## config.mk

```make
export PLATFORM = sky130hd
export DESIGN_NAME = anim_scheduler_flat
export DESIGN_NICKNAME = d
export VERILOG_FILES = /design/src/rtl/anim_pkg.sv /design/src/rtl/anim_scheduler_if.sv /design/src/rtl/anim_div.sv /design/src/rtl/anim_scheduler.sv /design/src/flat_wrapper.sv
export SDC_FILE = /design/constraint.sdc
export NUM_CORES = 1
export LEC_CHECK = 0
export ABC_AREA = 1
export CAP_MARGIN = 20
export CORE_UTILIZATION = 25
export DETAILED_ROUTE_END_ITERATION = 6
export SYNTH_ARGS = -nofsm -noshare
export SYNTH_HDL_FRONTEND = slang
export SYNTH_SLANG_ARGS = --single-unit
```

## constraint.sdc

```tcl
create_clock -name clk_pix -period 2.1 [get_ports clk_pix]
set_input_delay 0.42 -clock clk_pix [delete_from_list [all_inputs] [get_ports clk_pix]]
set_output_delay 0.42 -clock clk_pix [all_outputs]
set_load 0.01 [all_outputs]
```

## src/rtl/anim_pkg.sv

```systemverilog
// Shared types and default constants for the sprite animation scheduler.
package anim_pkg;

    typedef enum logic [1:0] {
        FS_NORMAL = 2'd0,
        FS_FRIGHT = 2'd1,
        FS_FLASH  = 2'd2
    } fright_state_t;

    localparam int unsigned DEF_MOUTH_DIV     = 4;
    localparam int unsigned DEF_GHOST_DIV     = 8;
    localparam int unsigned DEF_PELLET_DIV    = 16;
    localparam int unsigned DEF_FRIGHT_FRAMES = 360;
    localparam int unsigned DEF_FLASH_FRAMES  = 120;
    localparam int unsigned DEF_FLASH_DIV     = 8;

    // Bits needed to hold 0..n-1, never less than one.
    function automatic int unsigned cnt_w(input int unsigned n);
        return (n <= 1) ? 1 : $clog2(n);
    endfunction

endpackage

```

## src/rtl/anim_scheduler_if.sv

```systemverilog
// Frame/animation signal bundle between the game controller and the scheduler.
interface anim_scheduler_if;
    import anim_pkg::*;

    logic          vsync;
    logic          pause;
    logic          pac_moving;
    logic          fright_start;
    logic          frame_tick;
    logic          mouth_state;
    logic          ghost_phase;
    logic          pellet_vis;
    fright_state_t fright_state;
    logic          ghost_flash;

    modport master (
        output vsync, pause, pac_moving, fright_start,
        input  frame_tick, mouth_state, ghost_phase, pellet_vis, fright_state, ghost_flash
    );

    modport slave (
        input  vsync, pause, pac_moving, fright_start,
        output frame_tick, mouth_state, ghost_phase, pellet_vis, fright_state, ghost_flash
    );

endinterface

```

## src/rtl/anim_div.sv

```systemverilog
// Frame-tick divider: counts enabled ticks 0..DIV-1 and toggles its output on wrap.
module anim_div
    import anim_pkg::*;
#(
    parameter int unsigned DIV  = 2,
    parameter logic        INIT = 1'b0
) (
    input  logic clk,
    input  logic rst,
    input  logic tick,
    input  logic enable,
    input  logic clear,
    output logic toggle
);

    localparam int unsigned    CW   = cnt_w(DIV);
    localparam logic [CW-1:0]  LAST = CW'(DIV - 1);

    logic [CW-1:0] cnt;

    always_ff @(posedge clk) begin
        if (rst) begin
            cnt    <= '0;
            toggle <= INIT;
        end else if (clear) begin
            cnt    <= '0;
            toggle <= 1'b0;
        end else if (tick && enable) begin
            if (cnt == LAST) begin
                cnt    <= '0;
                toggle <= ~toggle;
            end else begin
                cnt <= cnt + CW'(1);
            end
        end
    end

endmodule

```

## src/rtl/anim_scheduler.sv

```systemverilog
// Per-frame animation timing and power-pellet fright sequencing.
// Define ANIM_FLASH_EN to include the FLASH phase between FRIGHT and NORMAL.
module anim_scheduler
    import anim_pkg::*;
#(
    parameter int unsigned MOUTH_DIV     = DEF_MOUTH_DIV,
    parameter int unsigned GHOST_DIV     = DEF_GHOST_DIV,
    parameter int unsigned PELLET_DIV    = DEF_PELLET_DIV,
    parameter int unsigned FRIGHT_FRAMES = DEF_FRIGHT_FRAMES,
    parameter int unsigned FLASH_FRAMES  = DEF_FLASH_FRAMES,
    parameter int unsigned FLASH_DIV     = DEF_FLASH_DIV
) (
    input  logic              clk_pix,
    input  logic              rst,
    anim_scheduler_if.slave   bus
);

    localparam int unsigned MAX_FRAMES = (FRIGHT_FRAMES > FLASH_FRAMES) ? FRIGHT_FRAMES : FLASH_FRAMES;
    localparam int unsigned REM_W      = cnt_w(MAX_FRAMES);

    if (MOUTH_DIV < 1 || GHOST_DIV < 1 || PELLET_DIV < 1 ||
        FRIGHT_FRAMES < 1 || FLASH_FRAMES < 1 || FLASH_DIV < 1) begin : g_bad_param
        $error("anim_scheduler: all divider and frame parameters must be >= 1");
    end

    logic             vsync_d;
    logic             frame_edge_c;
    logic             adv_c;
    logic             mouth_run_c;
    logic             rem_zero_c;
    fright_state_t    state;
    logic [REM_W-1:0] rem;

    assign frame_edge_c = bus.vsync & ~vsync_d;
    assign adv_c        = frame_edge_c & ~bus.pause;
    assign mouth_run_c  = ~bus.pause & bus.pac_moving;
    assign rem_zero_c   = (rem == '0);

    // vsync_d resets high so a vsync already high at release is not an edge.
    always_ff @(posedge clk_pix) begin
        if (rst) begin
            vsync_d        <= 1'b1;
            bus.frame_tick <= 1'b0;
        end else begin
            vsync_d        <= bus.vsync;
            bus.frame_tick <= frame_edge_c;
        end
    end

    anim_div #(.DIV(MOUTH_DIV), .INIT(1'b0)) u_mouth (
        .clk(clk_pix), .rst(rst), .tick(frame_edge_c), .enable(mouth_run_c),
        .clear(1'b0), .toggle(bus.mouth_state)
    );

    anim_div #(.DIV(GHOST_DIV), .INIT(1'b0)) u_ghost (
        .clk(clk_pix), .rst(rst), .tick(frame_edge_c), .enable(~bus.pause),
        .clear(1'b0), .toggle(bus.ghost_phase)
    );

    anim_div #(.DIV(PELLET_DIV), .INIT(1'b1)) u_pellet (
        .clk(clk_pix), .rst(rst), .tick(frame_edge_c), .enable(~bus.pause),
        .clear(1'b0), .toggle(bus.pellet_vis)
    );

    // A new power pellet always restarts FRIGHT, even on a tick or while paused.
    always_ff @(posedge clk_pix) begin
        if (rst) begin
            state <= FS_NORMAL;
            rem   <= '0;
        end else if (bus.fright_start) begin
            state <= FS_FRIGHT;
            rem   <= REM_W'(FRIGHT_FRAMES - 1);
        end else begin
            case (state)
                FS_NORMAL: ;
                FS_FRIGHT: begin
                    if (adv_c) begin
                        if (rem_zero_c) begin
`ifdef ANIM_FLASH_EN
                            state <= FS_FLASH;
                            rem   <= REM_W'(FLASH_FRAMES - 1);
`else
                            state <= FS_NORMAL;
                            rem   <= '0;
`endif
                        end else begin
                            rem <= rem - REM_W'(1);
                        end
                    end
                end
                FS_FLASH: begin
                    if (adv_c) begin
                        if (rem_zero_c) begin
                            state <= FS_NORMAL;
                            rem   <= '0;
                        end else begin
                            rem <= rem - REM_W'(1);
                        end
                    end
                end
                default: begin
                    state <= FS_NORMAL;
                    rem   <= '0;
                end
            endcase
        end
    end

    assign bus.fright_state = state;

`ifdef ANIM_FLASH_EN
    logic flash_clr_c;

    // Held clear outside FLASH so it starts at 0 on entry and drops to 0 on exit.
    assign flash_clr_c = bus.fright_start | (state != FS_FLASH) | (adv_c & rem_zero_c);

    anim_div #(.DIV(FLASH_DIV), .INIT(1'b0)) u_flash (
        .clk(clk_pix), .rst(rst), .tick(frame_edge_c), .enable(~bus.pause),
        .clear(flash_clr_c), .toggle(bus.ghost_flash)
    );
`else
    assign bus.ghost_flash = 1'b0;
`endif

endmodule

```

## src/flat_wrapper.sv

```systemverilog
// flat-port wrapper written by rule: the top's interface ports become plain ports
module anim_scheduler_flat import anim_pkg::*;
#(
    parameter int unsigned MOUTH_DIV     = DEF_MOUTH_DIV,
    parameter int unsigned GHOST_DIV     = DEF_GHOST_DIV,
    parameter int unsigned PELLET_DIV    = DEF_PELLET_DIV,
    parameter int unsigned FRIGHT_FRAMES = DEF_FRIGHT_FRAMES,
    parameter int unsigned FLASH_FRAMES  = DEF_FLASH_FRAMES,
    parameter int unsigned FLASH_DIV     = DEF_FLASH_DIV
)
  (clk_pix, rst, bus_vsync, bus_pause, bus_pac_moving, bus_fright_start, bus_frame_tick, bus_mouth_state, bus_ghost_phase, bus_pellet_vis, bus_fright_state, bus_ghost_flash);
  anim_scheduler_if bus_i ();
  input  logic clk_pix;
  input  logic rst;
  input wire logic [$bits(bus_i.vsync)-1:0] bus_vsync;
  input wire logic [$bits(bus_i.pause)-1:0] bus_pause;
  input wire logic [$bits(bus_i.pac_moving)-1:0] bus_pac_moving;
  input wire logic [$bits(bus_i.fright_start)-1:0] bus_fright_start;
  output wire logic [$bits(bus_i.frame_tick)-1:0] bus_frame_tick;
  output wire logic [$bits(bus_i.mouth_state)-1:0] bus_mouth_state;
  output wire logic [$bits(bus_i.ghost_phase)-1:0] bus_ghost_phase;
  output wire logic [$bits(bus_i.pellet_vis)-1:0] bus_pellet_vis;
  output wire logic [$bits(bus_i.fright_state)-1:0] bus_fright_state;
  output wire logic [$bits(bus_i.ghost_flash)-1:0] bus_ghost_flash;
  assign bus_i.vsync = bus_vsync;
  assign bus_i.pause = bus_pause;
  assign bus_i.pac_moving = bus_pac_moving;
  assign bus_i.fright_start = bus_fright_start;
  assign bus_frame_tick = bus_i.frame_tick;
  assign bus_mouth_state = bus_i.mouth_state;
  assign bus_ghost_phase = bus_i.ghost_phase;
  assign bus_pellet_vis = bus_i.pellet_vis;
  assign bus_fright_state = bus_i.fright_state;
  assign bus_ghost_flash = bus_i.ghost_flash;
  anim_scheduler #(.MOUTH_DIV(MOUTH_DIV), .GHOST_DIV(GHOST_DIV), .PELLET_DIV(PELLET_DIV), .FRIGHT_FRAMES(FRIGHT_FRAMES), .FLASH_FRAMES(FLASH_FRAMES), .FLASH_DIV(FLASH_DIV)) u_core (.clk_pix(clk_pix), .rst(rst), .bus(bus_i));
endmodule
```

# After elaboration in Yosys (flattened, before gate mapping)
# Cells that the tools add are included.
[word_totals]
rom_bits = 0
inputBits = 6
ram_bits = 0
mem_count = 0
ff_bits = 25
output_inout_bits = 7
word_cells = 59
latchBits = 0
[classes]
n_bitwise = 9
n_mul = 0
n_eq_ne = 10
n_div = 0
n_addsub = 4
n_reduce_logical = 13
n_lt_le_gt_ge = 0
shift = 0
muxes = 11
[ops]
columns = ["operator", "count"]
rows = [
  ["9-bit two-way mux", 3],
  ["9-bit one-hot mux with 2 select lines", 1],
  ["2-bit AND reduction", 5],
  ["9-bit logical NOT", 1],
  ["9-bit by 1-bit subtractor with 9-bit output, second input constant", 1],
  ["2-bit two-way mux", 3],
  ["3-bit by 1-bit != test with 1-bit output, second input constant", 2],
  ["1-bit inverter", 6],
  ["3-bit AND reduction", 2],
  ["4-bit by 1-bit adder with 4-bit output, second input constant", 1],
  ["2-bit equality test, second input constant", 2],
  ["4-bit equality test, second input constant", 1],
  ["4-bit two-way mux", 1],
  ["2-bit by 1-bit != test with 1-bit output, second input constant", 2],
  ["2-bit one-hot mux with 2 select lines", 1],
  ["2-bit OR reduction", 2],
  ["3-bit by 1-bit adder with 3-bit output, second input constant", 1],
  ["1-bit bitwise AND", 3],
  ["3-bit equality test, second input constant", 1],
  ["3-bit two-way mux", 1],
  ["2-bit by 1-bit adder with 2-bit output, second input constant", 1],
  ["2-bit by 1-bit equality test with 1-bit output, second input constant", 1],
  ["1-bit logical AND", 2],
  ["2-bit logical NOT", 1],
  ["other kinds (2)", 2],
]

# Depth between registers and ports, before layout
[depth]
depth_word = 6
mapped_depth = 9

# Cells and area by module
# From an unflattened synthesis, not the netlist that was laid out.
[unflattened]
cells_unflattened = 191
hier_area_um2 = 1297.5
[modules_own_cells]
columns = ["mod", "seq_area_each_um2", "area_each_um2", "cells_per_inst", "instances"]
rows = [
  ["anim_scheduler", 240.2, 698.2, 104, 1],
  ["anim_div at u_core.u_pellet", 100.1, 264.0, 40, 1],
  ["anim_div at u_core.u_ghost", 80.1, 192.7, 26, 1],
  ["anim_div at u_core.u_mouth", 60.1, 142.6, 21, 1],
]

# Worst setup path after synthesis
# OpenSTA, ideal clock, no wires.
[synth_path]
path_type = "register to register"
from = "register u_core.rem[0]"
to = "register u_core.rem[3]"
path_slack_ns = 0.798
required_time_ns = 1.979
setup_ns = 0.121
path_buffers = 0
t_arrival_ns = 1.181
path_stages_with_launch = 10
period_less_slack_ns = 1.302
path_cell_list = "dfxtp_1 inv_1 ha_1 inv_1 nor2_1 nand2_1 nor2_2 nand2_1 nand2_1 nor3_2"
[synth_via]
elab_chain_cells = 4
[synth_lines]
columns = ["item", "line_no", "rtl"]
rows = [
  ["start, declared", "anim_scheduler.sv:32", "logic [REM_W-1:0] rem;"],
  ["start signal, assigned", "anim_scheduler.sv:72", "rem <= REM_W'(FRIGHT_FRAMES - 1);"],
  ["start signal, assigned", "anim_scheduler.sv:87", "rem <= rem - REM_W'(1);"],
  ["start signal, assigned", "anim_scheduler.sv:97", "rem <= rem - REM_W'(1);"],
  ["9-bit by 1-bit subtractor with 9-bit output / 9-bit logical NOT (equally long branches)", "anim_scheduler.sv:87, anim_scheduler.sv:97, anim_scheduler.sv:37", ""],
  ["9-bit two-way mux (*)", "anim_scheduler.sv:78, anim_scheduler.sv:93", ""],
  ["9-bit two-way mux (*)", "anim_scheduler.sv:77", "if (adv_c) begin"],
  ["9-bit one-hot mux with 2 select lines (*)", "anim_scheduler.sv:74", "case (state)"],
]
# Mark *: on every way between the ends. The rest lies on a longest branch, timed or not. The select of a mux whose other input is x is not followed.
# A chain may end at the register's enable or synchronous reset.

# Worst setup path in the final report
[layout_path]
from = "register u_core.state[0] (netlist: u_core.bus.fright_state[0])"
to = "output port bus_fright_state[0]"
[layout_lines]
columns = ["item", "line_no", "rtl"]
rows = [
  ["start, declared", "anim_scheduler.sv:31", "fright_state_t state;"],
  ["start signal, assigned", "anim_scheduler.sv:68", "state <= FS_NORMAL;"],
  ["start signal, assigned", "anim_scheduler.sv:71", "state <= FS_FRIGHT;"],
  ["start signal, assigned", "anim_scheduler.sv:83", "state <= FS_NORMAL;"],
  ["end, declared", "flat_wrapper.sv:23", "output wire logic [$bits(bus_i.fright_state)-1:0] bus_fright_state;"],
]
# No word-level cell between the ends.

==> results.sh <==
export IMPL_min_period_ps=1710
export IMPL_antennaDiodeCount=0
export IMPL_initial_core_util=0.260
export IMPL_die_w_um=72.1
export IMPL_worstPathArrival_ps=1290
export IMPL_slowest_delay_ps=580
export IMPL_clk_pin_slew_ps=80
export IMPL_grt_pass1_vias=925
export IMPL_synth_top_cell_by_area="dfxtp_1"
export IMPL_p_sw_frac=0.246
export IMPL_synth_edf_count=0
export IMPL_rsz0062_at_grt="no"
export IMPL_gp_congestion=0.810
export IMPL_fmax_mhz=585
export IMPL_synthCells=163
export IMPL_critPathTopFamily="buffers and inverters"
export IMPL_stdcell_count=243
export IMPL_seqPwrFrac=0.536
export IMPL_grt_use_total=0.0969
export IMPL_die_area_sq_um=5190
export IMPL_yosys_top_cells_area="dfxtp_1, nand2_1, a21oi_1, nor2_1, ha_1"
export IMPL_root_buffer="clkbuf_8"
export IMPL_wl_per_cell_um=9.44
export IMPL_clockBufferDepth=2
export IMPL_synth_cell_types=26
export IMPL_crit_cells=1
export IMPL_synthArstFlopShare=0
export IMPL_io_pins=13
export IMPL_syn_area_sq_um=1230
export IMPL_skew_ps=3.31
export IMPL_crit_path_end_kind="output port"
export IMPL_synth_most_common_cell="nand2_1"
export IMPL_tritoncts="done"
export IMPL_cp_max_fo=4
export IMPL_cp_start_kind="flip-flop"
export IMPL_place_ws_ps=178
export IMPL_hold_path_startpoint="u_core.u_pellet.toggle$_SDFFE_PP1P_"
export IMPL_rr_startpoint="u_core.rem[0]$_SDFFE_PP0P_"
export IMPL_slowest_stage="clkdlybuf4s50_1"
export IMPL_grt_pass1_wl_um=3970
export IMPL_core_sq_um=4720
export IMPL_antenna_found_initial=0
export IMPL_clock_latency_ps=270
export IMPL_power_switching_uw=221
export IMPL_area_growth_pct=19.2
export IMPL_pwr_share_clk=0.348
export IMPL_powerDensity_nw_per_um2=614
export IMPL_grt_max_degree=14
export IMPL_slew_viol_final=0
export IMPL_numCtsBuffers=3
export IMPL_drcViolationCount=0
export IMPL_seq_area_frac_synth=0.391
export IMPL_path_cells="clkdlybuf4s50_1"
export IMPL_final_hold_violation_count=0
export IMPL_nets=189
export IMPL_h_tree_depth=1
export IMPL_dr_pass1_iters=4
export IMPL_pwr_share_comb=0.117
export IMPL_die_y_um=72.1
export IMPL_viasPerCell=4.19
export IMPL_reg2reg_depth=9
export IMPL_cts_resized_gates=0
export IMPL_layout_setup_ws_ps=389
export IMPL_io_buffers=10
export IMPL_synth_top_cell_area_share=0.391
export IMPL_cap_violations=0
export IMPL_cp_required_ps=1680
export IMPL_setup_tns_final_ps=0
export IMPL_cts_hold_buffers=0
export IMPL_drive_above_1_share=0.102
export IMPL_intPower_uw=677
export IMPL_min_path_type="flip-flop to flip-flop"
export IMPL_path_buf_inv=1
export IMPL_setup_viol=0
export IMPL_synthTopCellsByCount="nand2_1, dfxtp_1, nor2_1"
export IMPL_ys_flop_type="dfxtp_1"
export IMPL_dp_hpwl_um=1760
export IMPL_grt_overflow_total=0
export IMPL_cts_setup_buffers=0
export IMPL_ir_drop_uv=232
export IMPL_place_inst=239
export IMPL_drtIter0Drc=55
export IMPL_yosys_warnings=0
export IMPL_synth_seq_cells=24
export IMPL_ant_nets=0
export IMPL_holdPathStages=1
export IMPL_num_vias=1019
export IMPL_crit_path_start="u_core.bus.fright_state[0]$_SDFFE_PP0P_"
export IMPL_critical_path_class="flip-flop to output port"
export IMPL_holdWs_ps=470
export IMPL_syn_avg_cell_area_sq_um=7.53
export IMPL_rows=25
export IMPL_p_leak_uw=0.000646
export IMPL_run_status="complete, no violations"
export IMPL_wl_um=2290
export IMPL_cts_sinks=24
export IMPL_post_route_period_util=0.815
[power by group through the flow]
stage / logic (uW) / registers (uW) / clock network (uW)
floorplan: 73.3 / 489 / 0
global placement: 106 / 492 / 0
detailed placement: 105 / 492 / 0
CTS: 106 / 481 / 324
global route: 119 / 483 / 346
finish: 105 / 481 / 312
[kinds of logic after synthesis]
family / after synthesis / synth area share
and+or+nand+nor: 77 / 0.319
AOI/OAI and AO/OA: 30 / 0.130
DFF: 24 / 0.391
buffers and inverters: 22 / 0.0734
adders and majority gates: 6 / 0.0612
xor gates and xnor gates: 3 / 0.0214
other: 1 / 0.00306
[stage by stage]
stage               total power, uW  area [sq um]  utilization
floorplan                       563          1230            -
global placement                598          1410        0.298
detailed placement              597          1410        0.298
CTS                             911          1460        0.310
global route                    948          1460        0.310
finish                          898          1460        0.310
[worst paths after layout]
check | end | slack [ps]
worst min register to register | u_core.u_pellet.toggle$_SDFFE_PP1P_ | 470
worst max register to register | u_core.rem[4]$_SDFFE_PP0P_ | 610
worst max-delay path | bus_fright_state[0] | 390
worst min-delay path | u_core.u_pellet.toggle$_SDFFE_PP1P_ | 470
[area by class of cell]
class,count,area (sq um)
fillers,513,3260
multi-input cells,118,661
flip-flops and latches,24,480
repair buffers,12,115
well taps,67,83.8
inverters,18,67.6
clock buffers,4,55.1
[cells in the final DEF, fill, tap and decap left out, types with 3 or more instances in the layout]
cell / n
a21oi_1: 20
clkbuf_8: 4
clkdlybuf4s50_1: 10
dfxtp_1: 24
ha_1: 6
inv_1: 17
nand2_1: 31
nand3_1: 9
nor2_1: 21
nor2_2: 3
nor3_1: 3
o21ai_0: 6
[per-layer routing]
metal  vias to the layer above  part of all wire  wire length [um]  track usage
met5                         -                 0                 0            0
met4                         0             0.022                51       0.0654
met3                         5             0.027                63       0.0167
met2                        16              0.45              1030        0.152
met1                       448              0.50              1150        0.122
li1                        550                 -                 -            -
[sequential cells by signal, indices dropped and copies added (netlist names)]
register and cells:
u_core.bus.frame_tick 1, u_core.bus.fright_state 1, u_core.rem 9, u_core.u_ghost.cnt 3
u_core.u_ghost.toggle 1, u_core.u_mouth.cnt 2, u_core.u_mouth.toggle 1, u_core.u_pellet.cnt 4
u_core.u_pellet.toggle 1, u_core.vsync_d 1
No activity file was read; power rests on OpenSTA's default activity.
